`config.mk`:
```
export PLATFORM = sky130hd
export DESIGN_NAME = shift_chain_sequencer_flat
export DESIGN_NICKNAME = d
export VERILOG_FILES = /design/src/rtl/shift_chain_sequencer_pkg.sv /design/src/rtl/shift_chain_sequencer_if.sv /design/src/rtl/shift_chain_sequencer_dff_chain.sv /design/src/rtl/shift_chain_sequencer.sv /design/src/flat_wrapper.sv
export SDC_FILE = /design/constraint.sdc
export NUM_CORES = 1
export LEC_CHECK = 0
export CORE_ASPECT_RATIO = 1.5
export CORE_MARGIN = 1.5
export CORE_UTILIZATION = 52
export CTS_CLUSTER_SIZE = 10
export DETAILED_ROUTE_END_ITERATION = 10
export GPL_ROUTABILITY_DRIVEN = 0
export PLACE_DENSITY = 0.84
export SETUP_SLACK_MARGIN = 0.1
export SLEW_MARGIN = 20
export SYNTH_ARGS = -nofsm -noshare
export SYNTH_HDL_FRONTEND = slang
export SYNTH_SLANG_ARGS = --single-unit
```
`constraint.sdc`:
```
create_clock -name input_clock1_clk_1 -period 2.95 [get_ports input_clock1_clk_1]
set_input_delay 0.59 -clock input_clock1_clk_1 [delete_from_list [all_inputs] [get_ports input_clock1_clk_1]]
set_output_delay 0.59 -clock input_clock1_clk_1 [all_outputs]
set_load 0.02 [all_outputs]
```
`src/rtl/shift_chain_sequencer_pkg.sv`:
```
`default_nettype none
// ============================================================================
// Package     : shift_chain_pkg
// Description : Shared types and helpers for the shift-chain sequencer:
//               FSM state encoding, one-hot grant encodings, chain-width and
//               bit-counter-width helpers.
// Config      : SHIFT_CHAIN_PARITY_EN - when defined the chain is one bit
//               wider than the data word (trailing even-parity bit).
// Revision    : 1.0 - initial release
// ============================================================================
package shift_chain_pkg;

  typedef enum logic [1:0] {
    ST_IDLE  = 2'd0,
    ST_SHIFT = 2'd1,
    ST_DONE  = 2'd2
  } state_t;

  localparam logic [1:0] GRANT_NONE = 2'b00;
  localparam logic [1:0] GRANT_A    = 2'b01;
  localparam logic [1:0] GRANT_B    = 2'b10;

  // Number of bits shifted per transfer for a given data width.
  function automatic int chain_width(input int width);
`ifdef SHIFT_CHAIN_PARITY_EN
    return width + 1;
`else
    return width;
`endif
  endfunction

  // Counter must be able to hold the value cw itself so it never wraps.
  function automatic int cnt_width(input int cw);
    return $clog2(cw + 1);
  endfunction

endpackage
`default_nettype wire

```
`src/rtl/shift_chain_sequencer_if.sv`:
```
`default_nettype none
// ============================================================================
// Interface   : shift_chain_sequencer_if
// Description : Request/data bundle from the two requesters and the status /
//               chain outputs of the sequencer.
// Ports       : req_a/data_a, req_b/data_b (requester side drives),
//               q (CW bits), busy, done, grant (2b one-hot), ser.
// Modports    : master - requester / observer side
//               slave  - sequencer side
// Config      : SHIFT_CHAIN_PARITY_EN widens q by one bit.
// Revision    : 1.0 - initial release
// ============================================================================
interface shift_chain_sequencer_if #(
  parameter int WIDTH = 8
);
  import shift_chain_pkg::*;

  localparam int c_cw = chain_width(WIDTH);

  logic             input_push_button3_req_a_3;
  logic [WIDTH-1:0] input_switch4_data_a_4;
  logic             input_push_button5_req_b_5;
  logic [WIDTH-1:0] input_switch6_data_b_6;
  logic [c_cw-1:0]  output_led1_q_7;
  logic             output_led2_busy_8;
  logic             output_led3_done_9;
  logic [1:0]       output_led4_grant_10;
  logic             output_led5_ser_11;

  modport master (
    output input_push_button3_req_a_3, input_switch4_data_a_4,
    output input_push_button5_req_b_5, input_switch6_data_b_6,
    input  output_led1_q_7, output_led2_busy_8, output_led3_done_9,
    input  output_led4_grant_10, output_led5_ser_11
  );

  modport slave (
    input  input_push_button3_req_a_3, input_switch4_data_a_4,
    input  input_push_button5_req_b_5, input_switch6_data_b_6,
    output output_led1_q_7, output_led2_busy_8, output_led3_done_9,
    output output_led4_grant_10, output_led5_ser_11
  );

endinterface
`default_nettype wire

```
`src/rtl/shift_chain_sequencer_dff_chain.sv`:
```
`default_nettype none
// ============================================================================
// Module      : dff_chain
// Description : CW-stage D flip-flop shift chain. Bits enter at stage 0 and
//               move toward the MSB on each enabled edge.
// Ports       : clk        - clock
//               i_clr      - synchronous clear (priority over shift)
//               i_shift_en - shift enable
//               i_ser      - serial input into stage 0
//               o_q        - parallel chain contents
// Revision    : 1.0 - initial release
// ============================================================================
module dff_chain #(
  parameter int CW = 8
) (
  input  wire          clk,
  input  wire          i_clr,
  input  wire          i_shift_en,
  input  wire          i_ser,
  output wire [CW-1:0] o_q
);

  // D input of every stage: stage 0 takes the serial bit, stage i takes i-1.
  wire [CW-1:0] w_d;
  assign w_d = {o_q[CW-2:0], i_ser};

  generate
    for (genvar gi = 0; gi < CW; gi++) begin : g_stage
      // Master-slave D flip-flop: the master/slave latch pair is expressed
      // as its edge-triggered equivalent, with hold when not enabled.
      logic r_bit;
      always_ff @(posedge clk) begin
        if (i_clr) begin
          r_bit <= 1'b0;
        end else if (i_shift_en) begin
          r_bit <= w_d[gi];
        end
      end
      assign o_q[gi] = r_bit;
    end
  endgenerate

endmodule
`default_nettype wire

```
`src/rtl/shift_chain_sequencer.sv`:
```
`default_nettype none
// ============================================================================
// Module      : shift_chain_sequencer
// Description : Round-robin arbiter for two requesters that serialises the
//               winner's word MSB-first into a D flip-flop chain, then pulses
//               done for one cycle.
// Ports       : input_clock1_clk_1       - clock (rising edge)
//               input_push_button2_rst_2 - synchronous active-high reset
//               bus (slave)              - requests, data words, q, busy,
//                                          done, grant, ser
// Config      : SHIFT_CHAIN_PARITY_EN - append even parity of the captured
//               word as one extra trailing shift (CW = WIDTH+1).
// Revision    : 1.0 - initial release
// ============================================================================
module shift_chain_sequencer
  import shift_chain_pkg::*;
#(
  parameter int WIDTH = 8
) (
  input wire                     input_clock1_clk_1,
  input wire                     input_push_button2_rst_2,
  shift_chain_sequencer_if.slave bus
);

  localparam int c_cw    = chain_width(WIDTH);
  localparam int c_cnt_w = cnt_width(c_cw);
  localparam logic [c_cnt_w-1:0] c_last = c_cnt_w'(c_cw - 1);
  localparam logic [c_cnt_w-1:0] c_one  = c_cnt_w'(1);

  state_t              r_state;
  logic [c_cw-1:0]     r_hold;
  logic [c_cnt_w-1:0]  r_cnt;
  logic                r_last_b;
  logic [1:0]          r_grant;
  logic                r_busy;
  logic                r_done;

  logic                w_any_req;
  logic                w_pick_b;
  logic [WIDTH-1:0]    w_win_data;
  logic [1:0]          w_win_grant;
  logic [c_cw-1:0]     w_word_ext;
  logic [c_cw-1:0]     w_q;
  logic                w_shift_en;

  // B wins when it is the only requester, or when both request and A was
  // the one served last.
  assign w_any_req   = bus.input_push_button3_req_a_3 | bus.input_push_button5_req_b_5;
  assign w_pick_b    = bus.input_push_button5_req_b_5 &
                       (~bus.input_push_button3_req_a_3 | ~r_last_b);
  assign w_win_data  = w_pick_b ? bus.input_switch6_data_b_6 : bus.input_switch4_data_a_4;
  assign w_win_grant = w_pick_b ? GRANT_B : GRANT_A;

`ifdef SHIFT_CHAIN_PARITY_EN
  assign w_word_ext = {w_win_data, ^w_win_data};
`else
  assign w_word_ext = w_win_data;
`endif

  always_ff @(posedge input_clock1_clk_1) begin
    if (input_push_button2_rst_2) begin
      r_state  <= ST_IDLE;
      r_hold   <= '0;
      r_cnt    <= '0;
      r_last_b <= 1'b1;
      r_grant  <= GRANT_NONE;
      r_busy   <= 1'b0;
      r_done   <= 1'b0;
    end else begin
      unique case (r_state)
        ST_IDLE: begin
          if (w_any_req) begin
            r_hold  <= w_word_ext;
            r_grant <= w_win_grant;
            r_busy  <= 1'b1;
            r_cnt   <= '0;
            r_state <= ST_SHIFT;
          end
        end
        ST_SHIFT: begin
          // The holding register drains MSB-first; once empty it reads 0,
          // which keeps the serial output low outside of a transfer.
          r_hold <= {r_hold[c_cw-2:0], 1'b0};
          r_cnt  <= r_cnt + c_one;
          if (r_cnt == c_last) begin
            r_state <= ST_DONE;
            r_busy  <= 1'b0;
            r_done  <= 1'b1;
          end
        end
        ST_DONE: begin
          r_done   <= 1'b0;
          r_last_b <= (r_grant == GRANT_B);
          r_grant  <= GRANT_NONE;
          r_state  <= ST_IDLE;
        end
        default: r_state <= ST_IDLE;
      endcase
    end
  end

  assign w_shift_en = (r_state == ST_SHIFT);

  dff_chain #(
    .CW (c_cw)
  ) u_chain (
    .clk        (input_clock1_clk_1),
    .i_clr      (input_push_button2_rst_2),
    .i_shift_en (w_shift_en),
    .i_ser      (r_hold[c_cw-1]),
    .o_q        (w_q)
  );

  assign bus.output_led1_q_7      = w_q;
  assign bus.output_led2_busy_8   = r_busy;
  assign bus.output_led3_done_9   = r_done;
  assign bus.output_led4_grant_10 = r_grant;
  assign bus.output_led5_ser_11   = r_hold[c_cw-1];

endmodule
`default_nettype wire

```
`src/flat_wrapper.sv`:
```
// flat-port wrapper written by rule: the top's interface ports become plain ports
module shift_chain_sequencer_flat import shift_chain_pkg::*;
#(
  parameter int WIDTH = 8
)
  (input_clock1_clk_1, input_push_button2_rst_2, bus_input_push_button3_req_a_3, bus_input_switch4_data_a_4, bus_input_push_button5_req_b_5, bus_input_switch6_data_b_6, bus_output_led1_q_7, bus_output_led2_busy_8, bus_output_led3_done_9, bus_output_led4_grant_10, bus_output_led5_ser_11);
  shift_chain_sequencer_if #(.WIDTH(WIDTH)) bus_i ();
  input wire input_clock1_clk_1;
  input wire input_push_button2_rst_2;
  input wire logic [$bits(bus_i.input_push_button3_req_a_3)-1:0] bus_input_push_button3_req_a_3;
  input wire logic [$bits(bus_i.input_switch4_data_a_4)-1:0] bus_input_switch4_data_a_4;
  input wire logic [$bits(bus_i.input_push_button5_req_b_5)-1:0] bus_input_push_button5_req_b_5;
  input wire logic [$bits(bus_i.input_switch6_data_b_6)-1:0] bus_input_switch6_data_b_6;
  output wire logic [$bits(bus_i.output_led1_q_7)-1:0] bus_output_led1_q_7;
  output wire logic [$bits(bus_i.output_led2_busy_8)-1:0] bus_output_led2_busy_8;
  output wire logic [$bits(bus_i.output_led3_done_9)-1:0] bus_output_led3_done_9;
  output wire logic [$bits(bus_i.output_led4_grant_10)-1:0] bus_output_led4_grant_10;
  output wire logic [$bits(bus_i.output_led5_ser_11)-1:0] bus_output_led5_ser_11;
  assign bus_i.input_push_button3_req_a_3 = bus_input_push_button3_req_a_3;
  assign bus_i.input_switch4_data_a_4 = bus_input_switch4_data_a_4;
  assign bus_i.input_push_button5_req_b_5 = bus_input_push_button5_req_b_5;
  assign bus_i.input_switch6_data_b_6 = bus_input_switch6_data_b_6;
  assign bus_output_led1_q_7 = bus_i.output_led1_q_7;
  assign bus_output_led2_busy_8 = bus_i.output_led2_busy_8;
  assign bus_output_led3_done_9 = bus_i.output_led3_done_9;
  assign bus_output_led4_grant_10 = bus_i.output_led4_grant_10;
  assign bus_output_led5_ser_11 = bus_i.output_led5_ser_11;
  shift_chain_sequencer #(.WIDTH(WIDTH)) u_core (.input_clock1_clk_1(input_clock1_clk_1), .input_push_button2_rst_2(input_push_button2_rst_2), .bus(bus_i));
endmodule
```
Word-level counts from Yosys, hierarchy flattened
Index checks and enable logic that the tools add are counted.
- bits in registers: 27
- input port bits: 20
- output and inout bits: 13
- add/subtract/negate cells: 1
- equal/unequal tests: 6
- mux-type cells: 16
- bitwise gates (word level): 5
- reduce and logical (&&, ||, !) cells: 9
- operators by type and width (kind ; number):
    8-bit two-way mux ; 2
    8-bit one-hot mux with 2 select lines ; 1
    2-bit two-way mux ; 4
    2-bit one-hot mux with 2 select lines ; 2
    4-bit one-hot mux with 2 select lines ; 1
    2-bit AND reduction ; 4
    2-bit nonzero test ; 3
    4-bit by 1-bit adder with 4-bit output (second input constant) ; 1
    2-bit equality test (second input constant) ; 2
    4-bit by 3-bit equality test with 1-bit output (second input constant) ; 1
    4-bit two-way mux ; 1
    2-bit by 1-bit != test with 1-bit output (second input constant) ; 2
    1-bit one-hot mux with 2 select lines ; 2
    1-bit two-way mux ; 3
    3-bit AND reduction ; 1
    2-bit by 1-bit equality test with 1-bit output (second input constant) ; 1
    2-bit logical NOT ; 1
    1-bit inverter ; 2
    1-bit OR ; 2
    1-bit AND ; 1

Longest topological paths before layout
Gate-level depths: netlist (run 1).
- depth after elaboration: 6
- gate-level depth with buffers: 4
- mapped depth without buffers: 4

Hierarchy
From an unflattened synthesis (run 1), not the netlist that was laid out.
- cells, all modules: 145
- area, all modules: 1301.2 um^2
- modules (own cells, without submodules) (module ; instances ; cells each ; area each (um^2)):
    shift_chain_sequencer ; 1 ; 111 ; 955.9
    dff_chain ; 1 ; 34 ; 345.3

Least setup slack after synthesis (run 1)
OpenSTA, ideal clock, no wires.
- path kind: input to register
- start point: input port input_push_button2_rst_2
- end point: register u_core.r_hold[5]
- setup time: 0.130 ns
- arrival time: 1.242 ns
- path slack: 1.577 ns
- cell stages on the path: 3
- buffers on the path: 2
- cell sequence: clkbuf_1 > clkbuf_1 > o22ai_1
- RTL lines (element ; RTL line ; text):
    start: declaration ; flat_wrapper.sv:9 ; input wire input_push_button2_rst_2;
    end signal: assignment ; shift_chain_sequencer.sv:73 ; r_hold <= w_word_ext;
    end signal: assignment ; shift_chain_sequencer.sv:83 ; r_hold <= {r_hold[c_cw-2:0], 1'b0};
    end: declaration ; shift_chain_sequencer.sv:31 ; logic [c_cw-1:0] r_hold;
No word-level cell between the ends.

Worst setup path after layout (run 1)
- start point: input port u_core.r_hold[7]
- end point: output port bus_output_led5_ser_11
- RTL lines (element ; RTL line ; text):
    end: declaration ; flat_wrapper.sv:18 ; output wire logic [$bits(bus_i.output_led5_ser_11)-1:0] bus_output_led5_ser_11;
No word-level cell between the ends.

==> results of run 1 <==
## flip-flops by register name, indices dropped and copies added, names as in the netlist
signal                           flops
u_core.u_chain.g_stage.r_bit         8
u_core.r_cnt                         4
u_core.bus.output_led3_done_9        1
u_core.bus.output_led2_busy_8        1
u_core.bus.output_led4_grant_10      2
u_core.r_hold                        8
u_core.r_last_b                      1
u_core.r_state                       2
## cell usage after synthesis
library cell | number | share of area [%]
dfxtp_1 | 27 | 41
nand2_1 | 20 | 5.7
a21oi_1 | 15 | 5.7
mux2i_1 | 9 | 6.8
buf_4 | 8 | 4.6
a211oi_1 | 7 | 4.0
and2_1 | 7 | 3.3
and3b_1 | 7 | 4.7
nor2_1 | 7 | 2.0
o22ai_1 | 7 | 3.3
clkbuf_1 | 6 | 1.7
o21ai_0 | 4 | 1.5
buf_2 | 3 | 1.1
nand2b_1 | 3 | 1.4
inv_1 | 2 | 0.57
nand3b_1 | 2 | 1.1
o211ai_1 | 2 | 1.1
o32ai_1 | 2 | 1.3
or3_1 | 2 | 0.95
a211o_1 | 1 | 0.66
a21boi_1 | 1 | 0.57
buf_6 | 1 | 0.85
ha_1 | 1 | 0.95
nand3_1 | 1 | 0.38
nor2b_1 | 1 | 0.48
nor3_1 | 1 | 0.38
nor3_2 | 1 | 0.76
nor3b_1 | 1 | 0.57
or2_2 | 1 | 0.48
or2_4 | 1 | 0.66
or2b_1 | 1 | 0.57
xor2_1 | 1 | 0.66
## layout by cell type, fill, tap and decap left out, types with 4 or more instances in the layout
cell and instances:
o21ai_0 4, o22ai_1 7, nand2_1 20, mux2i_1 9, nor2_1 7, a211oi_1 7
and3b_1 7, clkdlybuf4s50_1 32, a21oi_1 15, and2_1 7, dfxtp_1 27
## power by group through the flow
stage	sequential, mW	combinational (mW)	clock [mW]
CTS	0.396	0.109	0.161
global route	0.399	0.119	0.182
detailed placement	0.404	0.109	0
floorplan	0.404	0.0621	0
finish	0.396	0.108	0.157
global placement	0.403	0.107	0
## worst max-delay path by stage
stage | from | cells past startpoint | slack, ps | end
global route | u_core.r_hold[7]$_SDFFE_PP0P_ | 1 | 970 | bus_output_led5_ser_11
detailed placement | input_push_button2_rst_2 | 3 | 810 | u_core.r_hold[0]$_SDFFE_PP0P_
CTS | u_core.r_hold[7]$_SDFFE_PP0P_ | 1 | 1000 | bus_output_led5_ser_11
finish | u_core.r_hold[7]$_SDFFE_PP0P_ | 1 | 1020 | bus_output_led5_ser_11
floorplan | input_push_button2_rst_2 | 3 | 1580 | u_core.r_hold[5]$_SDFFE_PP0P_
global placement | input_push_button2_rst_2 | 3 | 850 | u_core.r_hold[0]$_SDFFE_PP0P_
## metrics by stage
| step | power, mW | area [µm²] | setup WS, ps | util (%) |
|---|---|---|---|---|
| global route | 0.700 | 1600 | 972 | 66.1 |
| CTS | 0.666 | 1600 | 1000 | 66.1 |
| detailed placement | 0.513 | 1570 | 813 | 65.0 |
| floorplan | 0.466 | 1320 | 1580 | - |
| finish | 0.661 | 1600 | 1020 | 66.1 |
| global placement | 0.509 | 1570 | 854 | 65.0 |
## routing by layer
metal,track usage (%),vias up,routed length (µm)
met1,23.5,511,1030
li1,-,568,-
met5,0,-,0
met2,30.5,29,1230
met3,3.34,5,92
met4,9.09,0,49
## final cells by class
type | count | area, µm²
inverters | 2 | 7.51
clock buffers | 4 | 26.3
fillers | 218 | 822
flip-flops and latches | 27 | 541
multi-input cells | 106 | 661
repair buffers | 34 | 335
well taps | 24 | 30.0
## logic make-up (layout without fill, tap and decap cells)
group | Yosys count | in the layout | share of synthesized area (%)
XOR/XNOR | 1 | 1 | 0.665
AO/OA/AOI/OAI | 39 | 39 | 18.2
buffers and inverters | 20 | 40 | 8.83
AND/OR/NAND/NOR | 56 | 56 | 23.5
adder cells (fa/ha/maj) | 1 | 1 | 0.950
flip-flops | 27 | 27 | 41.0
multiplexers | 9 | 9 | 6.84
==> summary.txt, run 1 <==
Yosys
  – Synth unique cells: 32
  – Synthesized area: between 1000 and 1500 µm²
  – FF+latch count, synth: 27
  – Post-Syn Instances: around 150
  – Synth warn: 0
  – Mapped Nets: roughly 170
  – Post-synthesis average cell area: between 8 and 9 µm²
  – Fraction of the yosys area taken by sequential cells: 41.0%

Floorplan
  – Initial Utilization: between 50% and 60%
  – CORE AREA: 2420 µm²
  – Die X: 44.1 µm
  – I/O pin count: 33
  – Row count: 22
  – Die area: 2850 µm²
  – Die Span Y: around 65 µm

Clock tree
  – CTS Buffer Depth: 2
  – Clock root buffer: clkbuf_4
  – CTS sink cnt: 27
  – Worst-skew pair later-pin latency: between 300 and 400 ps
  – Post-CTS setup repair buffer count: 0
  – Hold Buf Count CTS: 0
  – Post-CTS resize count: 0
  – H-tree depth: 1
  – Number of buffers created by CTS: 3
  – TritonCTS clock tree: yes
  – Reg clk slew, reported paths: between 100 and 150 ps

Critical path
  – CP Max Fanout: 4
  – Max incr delay on CP: 620 ps
  – Crit start category: register
  – CP required: around 2400 ps
  – R2R Setup Slk: between 1000 and 1500 ps
  – CP max-delay cell: clkdlybuf4s50_1
  – Worst-path cell chain: clkdlybuf4s50_1
  – Cell family with most CP delay: buffers and inverters
  – Bufs and invs on worst path: 1
  – Reg2Reg Capture Point: u_core.u_chain.g_stage[6].r_bit$_SDFFE_PP0P_
  – Worst EP arrival: 1340 ps
  – Worst Setup End Kind: output pin
  – FF-to-FF Start: u_core.r_state[0]$_SDFFE_PP0P_
  – Kind of critical path: reg2out
  – R2R cell count: 3

Route
  – DR DRC count: 0
  – Drt total wl: 2400 µm
  – 1st-iter DRT viols: 12
  – Via Count: about 1100
  – Routed length per instance: 12.2 µm
  – Routed Antenna Nets: 0
  – Vias per cell: 5.65
  – Drt pass-1 iters: 4

Worst hold path
  – Cell depth of the worst hold path: 2
  – HP Start: u_core.u_chain.g_stage[7].r_bit$_SDFFE_PP0P_
  – Hold Path Class: reg2reg
  – Hold Crit Endpoint: u_core.u_chain.g_stage[7].r_bit$_SDFFE_PP0P_

Final layout
  – Non-Filler Instances: about 200
  – Nets: 195
  – Share of post-route cells with drive strength above 1: 4.62%
  – Syn-to-layout area delta: 21.5%
  – Ant. Diodes: 0

Timing
  – Final setup violation count: 0
  – Actual slew at the worst max-slew pin: roughly 700 ps
  – Max Fclk: a little over 500 MHz
  – Setup_tns: 0 ps
  – Final hold slack: approximately 470 ps
  – Hold Violations, Final: 0
  – Slew Limit Fails: 0
  – RSZ-0062 raised after global routing: false
  – Slew HR: 53.5%
  – Tmin final: 1930 ps
  – Tcrit/Tclk final: between 60% and 70%
  – Setup Skew: approximately 3.2 ps

Power
  – Switching portion of total power: around a quarter
  – Seq pwr share: ~60%
  – P_sw: around 0.17 mW
  – Maximum VDD drop: approximately 0.00028 V
  – Int Power: between 0.4 and 0.5 mW
  – Clk pwr share: 23.7%
  – Logic pwr share: between 15 and 20%
  – Power per cell area: between 400 and 500 nW/µm²
  – Pleak: between 0.5 and 0.6 nW

Job
  – Max-cap viol count: 0

Placed design
  – DP HPWL: ~1700 µm
  – I/O Buffers: 32
  – Placed insts: between 150 and 200

Global routing
  – Largest net degree at the start of global routing: 25
  – Total gr overflow: 0
  – GRT Util Overall: 18.8%
  – First-pass GRT wire length: 4060 µm
  – Initial antenna violation count: 0
  – Number of global-route vias before repair: 964

Status
  – Outcome: finished, final reports clean
Power figures use the tool's default switching activity.
==> run 2, diff against run 1 <==
Settings changed: CORE_UTILIZATION 52 to 48, PLACE_DENSITY 0.84 to 0.78.
Clock period 2.95 ns to 1.8 ns, I/O delays scaled along.
==> summary.txt, run 2 (synthesis results as in run 1) <==
Critical path
  – CP Max Fanout: 3
  – Worst Setup End Kind: output pin
  – Worst-path cell chain: clkdlybuf4s50_1
  – Cell family with most CP delay: buffers and inverters
  – Bufs and invs on worst path: 1
  – Worst EP arrival: 1260 ps
  – Crit start category: register
  – Max incr delay on CP: approximately 620 ps
  – CP required: between 1000 and 1500 ps
  – Kind of critical path: reg2out
  – CP max-delay cell: clkdlybuf4s50_1

Route
  – Routed length per instance: ~12 µm
  – Vias per cell: 5.30
  – Via Count: roughly 1200
  – Drt total wl: ~2600 µm
  – DR DRC count: 0
  – 1st-iter DRT viols: 21
  – Drt pass-1 iters: 4
  – Routed Antenna Nets: 0

Clock tree
  – CTS Buffer Depth: 2
  – Worst-skew pair later-pin latency: about 270 ps
  – Reg clk slew, reported paths: approximately 90 ps
  – Hold Buf Count CTS: 0
  – TritonCTS clock tree: yes
  – H-tree depth: 1
  – Number of buffers created by CTS: 3
  – Post-CTS resize count: 0
  – CTS sink cnt: 27
  – Post-CTS setup repair buffer count: 0
  – Clock root buffer: clkbuf_8

Final layout
  – Ant. Diodes: 0
  – Syn-to-layout area delta: 28.1%
  – Design area: around 1700 µm²
  – Most frequent cells in the layout: clkdlybuf4s50_1 (32), dfxtp_1 (27), nand2_1 (20), a21oi_1 (15)
  – Commonest non-fill, non-tap cell in the layout: clkdlybuf4s50_1
  – Nets: between 200 and 250
  – Largest regs: u_core.r_hold x8, u_core.u_chain.g_stage.r_bit x8, u_core.r_cnt x4
  – Final core utilization: between 60% and 70%
  – Share of post-route cells with drive strength above 1: under 10%
  – Fill count: 240

Timing
  – Tcrit/Tclk final: approximately 90%
  – Actual slew at the worst max-slew pin: approximately 370 ps
  – Max Fclk: slightly above 600 MHz
  – Final setup violation count: 0
  – Tmin final: roughly 1600 ps
  – Hold Violations, Final: 0
  – Setup Skew: 3.76 ps
  – Setup_tns: 0 ps
  – Slew Limit Fails: 0
  – Slew HR: 75.6%
  – RSZ-0062 raised after global routing: false
  – Final hold slack: roughly 460 ps

Global routing
  – Met1 usage: 21.4%
  – Global Route met2 Usage: about a third
  – Grt peak-use layer: met2
  – Number of global-route vias before repair: about 1000
  – First-pass GRT wire length: about 4300 µm
  – Met3 usage: ~1.9%
  – Total gr overflow: 0
  – Largest net degree at the start of global routing: 29
  – Initial antenna violation count: 0
  – GRT Util Overall: ~19%

Power
  – Pleak: 0.624 nW
  – Maximum VDD drop: 0.000539 V
  – Design Power: 1.18 mW
  – Power per cell area: ~700 nW/µm²

Floorplan
  – Die area: about 3100 µm²
  – CORE AREA: about 2600 µm²
  – Die Span Y: between 60 and 70 µm
  – Die X: ~46 µm
  – I/O pin count: 33
  – Row count: 23
  – Initial Utilization: roughly half

Status
  – Outcome: finished, final reports clean

Worst hold path
  – Hold Path Class: reg2reg

Job
  – Max-cap viol count: 0

Placed design
  – I/O Buffers: 32
  – Cell area after placement: 1640 µm²
  – DP HPWL: around 1900 µm
[run 2: per-stage QoR]
step / worst slack, ps / instances
after floorplan: 574 / 153
after global placement: 61.2 / 213
after detailed placement: 21.3 / 213
after CTS: 168 / 217
after global routing: 125 / 217
final: 179 / 217
[run 2: metal layers]
metal / up-vias / part of all wire [%]
li1: 579 / -
met1: 536 / 44
met2: 31 / 52
met3: 4 / 2.8
met4: 0 / 1.9
met5: - / 0
[run 2: final timing paths]
kind | start | slack [ps] | depth (start not counted) | endpoint
setup reg to reg | u_core.r_state[1]$_SDFFE_PP0P_ | 360 | 3 | u_core.r_hold[0]$_SDFFE_PP0P_
hold / removal | u_core.u_chain.g_stage[7].r_bit$_SDFFE_PP0P_ | 460 | 2 | u_core.u_chain.g_stage[7].r_bit$_SDFFE_PP0P_
hold reg to reg | u_core.u_chain.g_stage[7].r_bit$_SDFFE_PP0P_ | 460 | 2 | u_core.u_chain.g_stage[7].r_bit$_SDFFE_PP0P_
setup / recovery | u_core.bus.output_led4_grant_10[0]$_SDFFE_PP0P_ | 180 | 1 | bus_output_led4_grant_10[0]
[run 2: area by class of cell]
class                           instances  area [µm²]  area share, %
Inverter                                2        7.51          0.445
Multi-Input combinational cell        106         661           39.1
Sequential cell                        27         541           32.0
Timing Repair Buffer                   41         388           23.0
Clock buffer                            4        45.0           2.67
Tap cell                               37        46.3           2.74
[run 2: power by group]
group	total (mW)	leakage [nW]	internal (mW)	switching, mW
sequential	0.646	0.220	0.625	0.0215
clock	0.341	0.0228	0.159	0.183
combinational	0.195	0.381	0.106	0.0891
==> run 3, diff against run 2 <==
Settings changed: CORE_MARGIN 1.5 to not set, RECOVER_POWER set to 25.
==> summary.txt, run 3 (synthesis results as in run 1) <==
Timing
  – Hold Violations, Final: 0
  – Setup_tns: 0 ps
  – RSZ-0062 raised after global routing: false
  – Slew HR: about three quarters
  – Max Fclk: around 600 MHz
  – Setup Skew: 10.7 ps
  – Actual slew at the worst max-slew pin: 367 ps
  – Tcrit/Tclk final: 92.3%
  – Slew Limit Fails: 0
  – Final setup violation count: 0
  – Tmin final: 1660 ps

Route
  – DR DRC count: 0
  – Via Count: roughly 1100
  – Routed Antenna Nets: 0
  – Drt pass-1 iters: 4
  – 1st-iter DRT viols: 8
  – Routed length per instance: ~12 µm
  – Drt total wl: about 2600 µm
  – Vias per cell: ~5.3

Clock tree
  – H-tree depth: 1
  – TritonCTS clock tree: yes
  – CTS Buffer Depth: 2
  – Reg clk slew, reported paths: 150 ps
  – CTS sink cnt: 27
  – Number of buffers created by CTS: 3
  – Worst-skew pair later-pin latency: between 300 and 400 ps
  – Post-CTS setup repair buffer count: 0
  – Clock root buffer: clkbuf_4

Placed design
  – Placed insts: between 200 and 250
  – I/O Buffers: 32
  – DP HPWL: about 2000 µm

Power
  – Logic pwr share: roughly 17%
  – Switching portion of total power: between 20 and 30%
  – Maximum VDD drop: between 0.0004 and 0.0005 V
  – Power per cell area: 675 nW/µm²
  – Pleak: ~0.67 nW
  – Int Power: a little over 0.8 mW
  – Clk pwr share: a little under a quarter
  – P_sw: around 0.29 mW
  – Seq pwr share: about three fifths

Floorplan
  – I/O pin count: 33
  – CORE AREA: approximately 2500 µm²
  – Initial Utilization: a little over half
  – Die area: ~3000 µm²
  – Die Span Y: about 66 µm
  – Row count: 22
  – Die X: between 40 and 50 µm

Global routing
  – Initial antenna violation count: 0
  – Number of global-route vias before repair: between 1000 and 1500
  – GRT Util Overall: 20.2%
  – Total gr overflow: 0
  – First-pass GRT wire length: 4490 µm
  – Largest net degree at the start of global routing: 29

Job
  – Max-cap viol count: 0

Critical path
  – Cell family with most CP delay: buffers and inverters
  – Crit start category: register
  – Worst-path cell chain: clkdlybuf4s50_1
  – Bufs and invs on worst path: 1
  – Kind of critical path: reg2out
  – R2R Setup Slk: between 300 and 400 ps
  – Reg2Reg Capture Point: u_core.r_hold[0]$_SDFFE_PP0P_
  – CP Max Fanout: 3
  – Worst EP arrival: 1300 ps
  – Worst Setup End Kind: output pin
  – CP required: 1440 ps
  – R2R cell count: 3
  – Max incr delay on CP: just over 600 ps
  – FF-to-FF Start: u_core.r_state[0]$_SDFFE_PP0P_
  – CP max-delay cell: clkdlybuf4s50_1

Final layout
  – Syn-to-layout area delta: 23.9%
  – Nets: between 200 and 250
  – Fill count: 246
  – Largest regs: u_core.r_hold x8, u_core.u_chain.g_stage.r_bit x8, u_core.r_cnt x4
  – Ant. Diodes: 0
  – Non-Filler Instances: roughly 220
  – Commonest non-fill, non-tap cell in the layout: dfxtp_1
  – Share of post-route cells with drive strength above 1: approximately 8.4%
  – Most frequent cells in the layout: dfxtp_1 (26), clkdlybuf4s50_1 (21), nand2_1 (20), a21oi_1 (15), mux2i_1 (9)
  – Area of the multi-input gates: between 600 and 700 µm²
  – Register area: between 500 and 600 µm²

Worst hold path
  – HP Start: u_core.u_chain.g_stage[2].r_bit$_SDFFE_PP0P_
  – Cell depth of the worst hold path: 2
  – Hold Crit Endpoint: u_core.u_chain.g_stage[3].r_bit$_SDFFE_PP0P_
  – Hold Path Class: reg2reg

Status
  – Outcome: finished, final reports clean
-- run 3: cell count changes in the layout (fill, tap and decap cells not counted), moves of 3 or more --
cell | before | now
clkbuf_4 | 0 | 3
clkbuf_1 | 1 | 7
clkbuf_8 | 3 | 0
dlymetal6s2s_1 | 0 | 4
clkdlybuf4s50_1 | 32 | 21
-- run 3: worst max-delay path by stage --
stage / startpoint / endpoint / slack [ps] / cells past startpoint
floorplan: u_core.r_state[0]$_SDFFE_PP0P_ / u_core.r_hold[0]$_SDFFE_PP0P_ / 570 / 4
global placement: bus_input_push_button3_req_a_3 / u_core.r_hold[0]$_SDFFE_PP0P_ / 90 / 6
detailed placement: bus_input_push_button3_req_a_3 / u_core.r_cnt[3]$_SDFFE_PP0P_ / 60 / 6
CTS: u_core.u_chain.g_stage[0].r_bit$_SDFFE_PP0P_ / bus_output_led1_q_7[0] / 110 / 1
global route: u_core.u_chain.g_stage[2].r_bit$_SDFFE_PP0P_ / bus_output_led1_q_7[2] / 100 / 1
finish: u_core.u_chain.g_stage[2].r_bit$_SDFFE_PP0P_ / bus_output_led1_q_7[2] / 140 / 1
-- run 3: per-layer routing --
layer	global-route usage (%)	wire length [µm]	part of all wire, %
met1	21.0	1090	42
met2	39.0	1430	55
met3	2.46	76	2.9
met4	7.58	23	0.88
met5	0	0	0
-- run 3: layout make-up --
class | count | area share, %
tap | 36 | 2.76
clock buffer | 4 | 1.61
multi-input combinational | 106 | 40.5
sequential | 27 | 33.2
timing repair buffer | 40 | 21.5
inverter | 2 | 0.460
-- run 3: what timing repair did --
item	4_1_cts	5_1_grt
hold buffers	0	0
endpoints found under the setup margin	1	17
resized for setup	1	11
-- run 3: through the flow --
stage / power, mW / setup slack (ps) / instance area, µm² / hold WS (ps) / util, %
finish: 1.10 / 139 / 1630 / 477 / 64.5
global route: 1.15 / 100 / 1630 / 498 / 64.5
CTS: 1.11 / 113 / 1660 / 483 / 65.5
detailed placement: 0.856 / 57.8 / 1630 / 464 / 64.5
global placement: 0.850 / 92.0 / 1630 / 443 / 64.5
floorplan: 0.764 / 574 / 1320 / 436 / -
-- run 3: power groups by stage --
stage,Combinational (mW),Sequential (mW),Clock [mW]
detailed placement,0.195,0.661,0
finish,0.191,0.648,0.263
CTS,0.195,0.648,0.268
global route,0.212,0.652,0.290
floorplan,0.102,0.663,0
global placement,0.191,0.660,0
